File: config.mk
export PLATFORM = sky130hd
export DESIGN_NAME = multi_clock_divider
export DESIGN_NICKNAME = d
export VERILOG_FILES = /design/src/rtl/multi_clock_divider_pkg.sv /design/src/rtl/multi_clock_divider_channel.sv /design/src/rtl/multi_clock_divider.sv
export SDC_FILE = /design/constraint.sdc
export NUM_CORES = 1
export LEC_CHECK = 0
export ABC_CLOCK_PERIOD_IN_PS = 25300
export CAP_MARGIN = 5
export CORE_MARGIN = 2
export CORE_UTILIZATION = 40
export CTS_CLUSTER_DIAMETER = 60
export CTS_CLUSTER_SIZE = 14
export DETAILED_ROUTE_END_ITERATION = 16
export MAX_ROUTING_LAYER = met4
export PLACE_DENSITY_LB_ADDON = 0.2
export SYNTH_ARGS = -nofsm -noshare
export SYNTH_HDL_FRONTEND = slang
export SYNTH_SLANG_ARGS = --single-unit
File: constraint.sdc
create_clock -name input_clock -period 25.3 [get_ports input_clock]
set_input_delay 3.795 -clock input_clock [delete_from_list [all_inputs] [get_ports input_clock]]
set_output_delay 3.795 -clock input_clock [all_outputs]
set_load 0.03 [all_outputs]
File: src/rtl/multi_clock_divider_pkg.sv
// Shared constants and helpers for the multi-channel clock divider.
package multi_clock_divider_pkg;

  localparam int unsigned DefaultWidth     = 28;
  localparam int unsigned DefaultChannels  = 4;
  localparam int unsigned DIVISOR_DISABLED = 0;

  // Channel-select width; a single channel still needs a 1-bit field.
  function automatic int unsigned calc_ch_bits(input int unsigned channels);
    return (channels > 1) ? $clog2(channels) : 1;
  endfunction

endpackage

File: src/rtl/multi_clock_divider_channel.sv
// One divider channel: counter, active/shadow divisors, pending flag, toggle and tick.
module divider_channel
  import multi_clock_divider_pkg::*;
#(
  parameter int unsigned      WIDTH           = DefaultWidth,
  parameter logic [WIDTH-1:0] DEFAULT_DIVISOR = WIDTH'(1)
) (
  input  logic             input_clock,
  input  logic             reset,
  input  logic             halt,
  input  logic             sync,
  input  logic             load_en,
  input  logic [WIDTH-1:0] load_divisor,
  output logic             output_clock,
  output logic             tick,
  output logic             pending
);

  logic [WIDTH-1:0] count_q, count_d;
  logic [WIDTH-1:0] active_q, active_d;
  logic [WIDTH-1:0] shadow_q, shadow_d;
  logic             pending_q, pending_d;
  logic             clk_q, clk_d;
  logic             tick_q, tick_d;
  logic [WIDTH:0]   count_next;
  logic             transfer;

  // One extra bit so a divisor of 2^WIDTH-1 cannot wrap the comparison.
  assign count_next = {1'b0, count_q} + (WIDTH + 1)'(1);

  always_comb begin
    count_d   = count_q;
    clk_d     = clk_q;
    tick_d    = 1'b0;
    active_d  = active_q;
    shadow_d  = load_en ? load_divisor : shadow_q;
    pending_d = pending_q | load_en;
    transfer  = 1'b0;

    if (sync) begin
      count_d  = '0;
      clk_d    = 1'b0;
      transfer = pending_q;
    end else if (halt) begin
      // Hold everything; loads above still reach the shadow.
    end else if (active_q == WIDTH'(DIVISOR_DISABLED)) begin
      count_d  = '0;
      clk_d    = 1'b0;
      transfer = pending_q;
    end else if (count_next >= {1'b0, active_q}) begin
      count_d  = '0;
      clk_d    = ~clk_q;
      tick_d   = 1'b1;
      transfer = pending_q;
    end else begin
      count_d = count_next[WIDTH-1:0];
    end

    // Transfer uses the shadow as it was before this cycle's load.
    if (transfer) begin
      active_d  = shadow_q;
      pending_d = load_en;
    end
  end

  always_ff @(posedge input_clock or posedge reset) begin
    if (reset) begin
      count_q   <= '0;
      active_q  <= DEFAULT_DIVISOR;
      shadow_q  <= DEFAULT_DIVISOR;
      pending_q <= 1'b0;
      clk_q     <= 1'b0;
      tick_q    <= 1'b0;
    end else begin
      count_q   <= count_d;
      active_q  <= active_d;
      shadow_q  <= shadow_d;
      pending_q <= pending_d;
      clk_q     <= clk_d;
      tick_q    <= tick_d;
    end
  end

  assign output_clock = clk_q;
  assign tick         = tick_q;
  assign pending      = pending_q;

endmodule

File: src/rtl/multi_clock_divider.sv
// CHANNELS independent programmable clock dividers sharing one input clock.
module multi_clock_divider
  import multi_clock_divider_pkg::*;
#(
  parameter int unsigned      CHANNELS        = DefaultChannels,
  parameter int unsigned      WIDTH           = DefaultWidth,
  parameter logic [WIDTH-1:0] DEFAULT_DIVISOR = WIDTH'(1),
  parameter int unsigned      CH_BITS         = calc_ch_bits(CHANNELS)
) (
  input  logic                input_clock,
  input  logic                reset,
  input  logic                halt,
  input  logic                sync,
  input  logic                load_valid,
  input  logic [CH_BITS-1:0]  load_channel,
  input  logic [WIDTH-1:0]    load_divisor,
  output logic [CHANNELS-1:0] output_clock,
  output logic [CHANNELS-1:0] tick,
  output logic [CHANNELS-1:0] pending
);

  logic [CHANNELS-1:0] load_en;

  for (genvar i = 0; i < CHANNELS; i++) begin : g_channel
    // Out-of-range selects match no channel and are dropped.
    assign load_en[i] = load_valid && (load_channel == CH_BITS'(i));

    divider_channel #(
      .WIDTH           (WIDTH),
      .DEFAULT_DIVISOR (DEFAULT_DIVISOR)
    ) u_channel (
      .input_clock  (input_clock),
      .reset        (reset),
      .halt         (halt),
      .sync         (sync),
      .load_en      (load_en[i]),
      .load_divisor (load_divisor),
      .output_clock (output_clock[i]),
      .tick         (tick[i]),
      .pending      (pending[i])
    );
  end

endmodule

==> run metrics <==
status=finished clean; synthesized cell area=18400 um2; Initial Util=0.406; cts bufs inserted=35; RSZ-0062 raised after global routing=no; Clock Sinks=around 350; Min-Delay Startpoint=g_channel[1].u_channel.shadow_q[13]; actual transition at the worst max-transition pin=1.05 ns; clock network fraction of total power=0.320; worst vdd ir=0.0448 mV; relative slew slack=0.298; vias in the first global route=12900; worst setup path startpoint=sync; core area=45500 um2; Cell Int Power=1.15 mW; Crit Path Max Fanout=14; syn nets=1830; drt drc=0; sw power=a little under 0.5 mW; number of synthesized register bits=348; Fillers=4350; cell area power density=79.4 nW/um2; Max Slew Vio Count=0; area grow syn2layout=11.4%; CP max-delay cell=clkdlybuf4s50_1; required time worst endpoint=25.76 ns; Design Area, Final=20500 um2; HP Class=reg2reg; Final TNS setup=0 ns; Seq/Total Area, Yosys=0.473; gr ovfl total=0; busiest grt layer=met2; DRT Pass-1 Iters=8; CTS tree=done; skew final=0.00992 ns; launching point of the worst reg2reg path=g_channel[0].u_channel.count_q[0]; cell mode on critical path=nor2_1; postcts setup bufs=0; Main synth FF type=dfrtp_1; htree depth=2; die height=219 um; library cells used by synthesis=65; Post-synth EDFFs=0; Leak=9.44 nW; sequential share of power=0.477; die area=47800 um2; CTS clock-pin slew for the worst setup and hold paths=0.06 ns; most common library cell in the layout ignoring fill and taps=dfrtp_1; CP Buf/Inv Count=3; Peak Freq=0.153 GHz; Post-DP HPWL=30700 um; post-synthesis average cell area=11.0 um2; later-pin clock latency in the skew report=between 0.5 and 0.6 ns; Period minus WS final=6.56 ns; hold_buf cts=0; Setup violations, final=0; Final Hold Viols=0; sw frac=0.297; clk buf depth=3; post-CTS resize count=0; first-pass GRT wire length=between 70000 and 80000 um; Placed Area=approximately 20000 um2; Comb power frac=0.203; initial antenna violation count=9; multi-input combinational cell area=between 8000 and 9000 um2; post-layout util=0.452; initial DRC count=809; Crit Path Class=in2reg; CP Cell Sequence=clkdlybuf4s50_1 -> o21bai_1 -> nor2_1 -> clkinv_1 -> nor2_1 -> buf_4 -> a22o_1; commonest non-fill, non-tap cells in the layout=340 x dfrtp_1, 206 x mux2_2, 128 x nand2_1; Top delay family on crit path=buffers and inverters; RePlAce Congestion=between 0.8 and 0.9; total track usage=0.198; Syn Inst Count=1679; Net count, final=1855; FP Rows=78; crit path capture type=flip-flop; routed via count=about 13000; vias per inst=roughly 5.4; num ports=47; pin count of the biggest net entering global routing=133; Die Width=219 um; max incr delay on CP=0.80 ns; register area=8720 um2; maxcap violations=0; wirelength, routed=44500 um; yosys warns=0; Detail Route Antenna Nets=0; Buffers on Ports=46; M3 GR Usage=0.0256; Root Driver=clkbuf_16; Startpoint Class=input pin; share of cells above drive strength 1=0.184; GR Util met2=0.319; grt met1 use=0.268; Async SR Flop Fraction=1.00; CP Data Arrival Time=between 7 and 8 ns; post-DR wirelength/cell=19.1 um; Final Cycle Share=0.259
## metrics by stage
step / setup WS [ns] / hold slack, ns / std cells / power, mW
4_1_cts: 18.77 / 0.501 / 2327 / 1.65
3_5_place_dp: 18.22 / 0.487 / 2267 / 1.12
2_1_floorplan: 11.87 / 0.469 / 1679 / 1.01
6_report: 18.74 / 0.497 / 2330 / 1.63
5_1_grt: 18.45 / 0.510 / 2327 / 1.74
3_3_place_gp: 18.27 / 0.480 / 2267 / 1.11
## registers in the layout (all words and copies together), names as in the netlist
signal and cells:
g_channel.u_channel.active_q 112, g_channel.u_channel.count_q 112, g_channel.u_channel.shadow_q 112, g_channel.u_channel.output_clock 4, g_channel.u_channel.pending 4, g_channel.u_channel.tick 4
## cells by family after synthesis
kind of cell / count (synthesis) / synth area share
AO/OA/AOI/OAI: 224 / 0.0832
buffers and inverters: 201 / 0.0466
AND/OR/NAND/NOR: 461 / 0.128
adder cells (fa/ha/maj): 116 / 0.0787
flip-flops: 348 / 0.473
multiplexers: 227 / 0.143
XOR/XNOR: 102 / 0.0484
## Yosys cell counts, types with 6 or more instances
cell type,instances,area (um2)
nor3_1,13,65.1
mux2_2,206,2320
nor2b_1,7,43.8
nand2_1,128,480
clkbuf_1,44,165
inv_1,127,477
xnor2_1,67,587
a21o_1,13,97.6
or3_1,8,50.1
a221o_1,7,70.1
mux2_4,20,300
buf_2,9,45.0
and2_1,9,56.3
dfstp_2,8,210
nor4_1,38,238
and3_1,26,163
o31ai_1,6,45.0
nand4_1,34,213
nand3_1,73,365
or2_2,7,43.8
xor2_1,35,307
ha_1,116,1450
a22o_1,53,464
a21oi_1,43,215
nor2_1,63,236
o21ai_0,61,305
nand2b_1,31,194
buf_4,12,90.1
dfrtp_1,340,8510
and4_1,13,114
## power groups by stage
stage | Clock (mW) | Sequential, mW | Combinational, mW
after floorplan | 0 | 0.746 | 0.265
after global placement | 0 | 0.787 | 0.319
after detailed placement | 0 | 0.789 | 0.333
after CTS | 0.539 | 0.779 | 0.336
after global routing | 0.560 | 0.796 | 0.379
final | 0.522 | 0.778 | 0.331
## worst paths after layout
kind | end | slack (ns) | cells after the start
setup / recovery | g_channel[1].u_channel.count_q[3] | 18.74 | 7
hold / removal | g_channel[1].u_channel.active_q[13] | 0.50 | 1
setup reg to reg | g_channel[0].u_channel.active_q[20] | 19.91 | 14
hold reg to reg | g_channel[1].u_channel.active_q[13] | 0.50 | 1
max in group asynchronous | g_channel[3].u_channel.shadow_q[18] | 18.95 | 4
min in group asynchronous | g_channel[1].u_channel.tick | 3.89 | 2
## area by class of cell
| class | count | area share |
|---|---|---|
| Sequential cell | 348 | 0.424 |
| Tap cell | 600 | 0.0365 |
| Timing Repair Buffer | 61 | 0.0279 |
| Clock buffer | 48 | 0.0476 |
| Antenna cell | 3 | 0.000365 |
| Inverter | 128 | 0.0237 |
| Clock inverter | 12 | 0.00688 |
| Multi-Input combinational cell | 1130 | 0.433 |
## layer usage
| metal | up-vias | part of all wire | routed length [um] |
|---|---|---|---|
| met5 | - | 0 | 0 |
| met4 | 0 | 0.019 | 846 |
| met3 | 59 | 0.041 | 1810 |
| met2 | 203 | 0.46 | 20700 |
| met1 | 6293 | 0.48 | 21100 |
| li1 | 6003 | - | - |
Note: power is estimated with default switching activity, not from simulation.
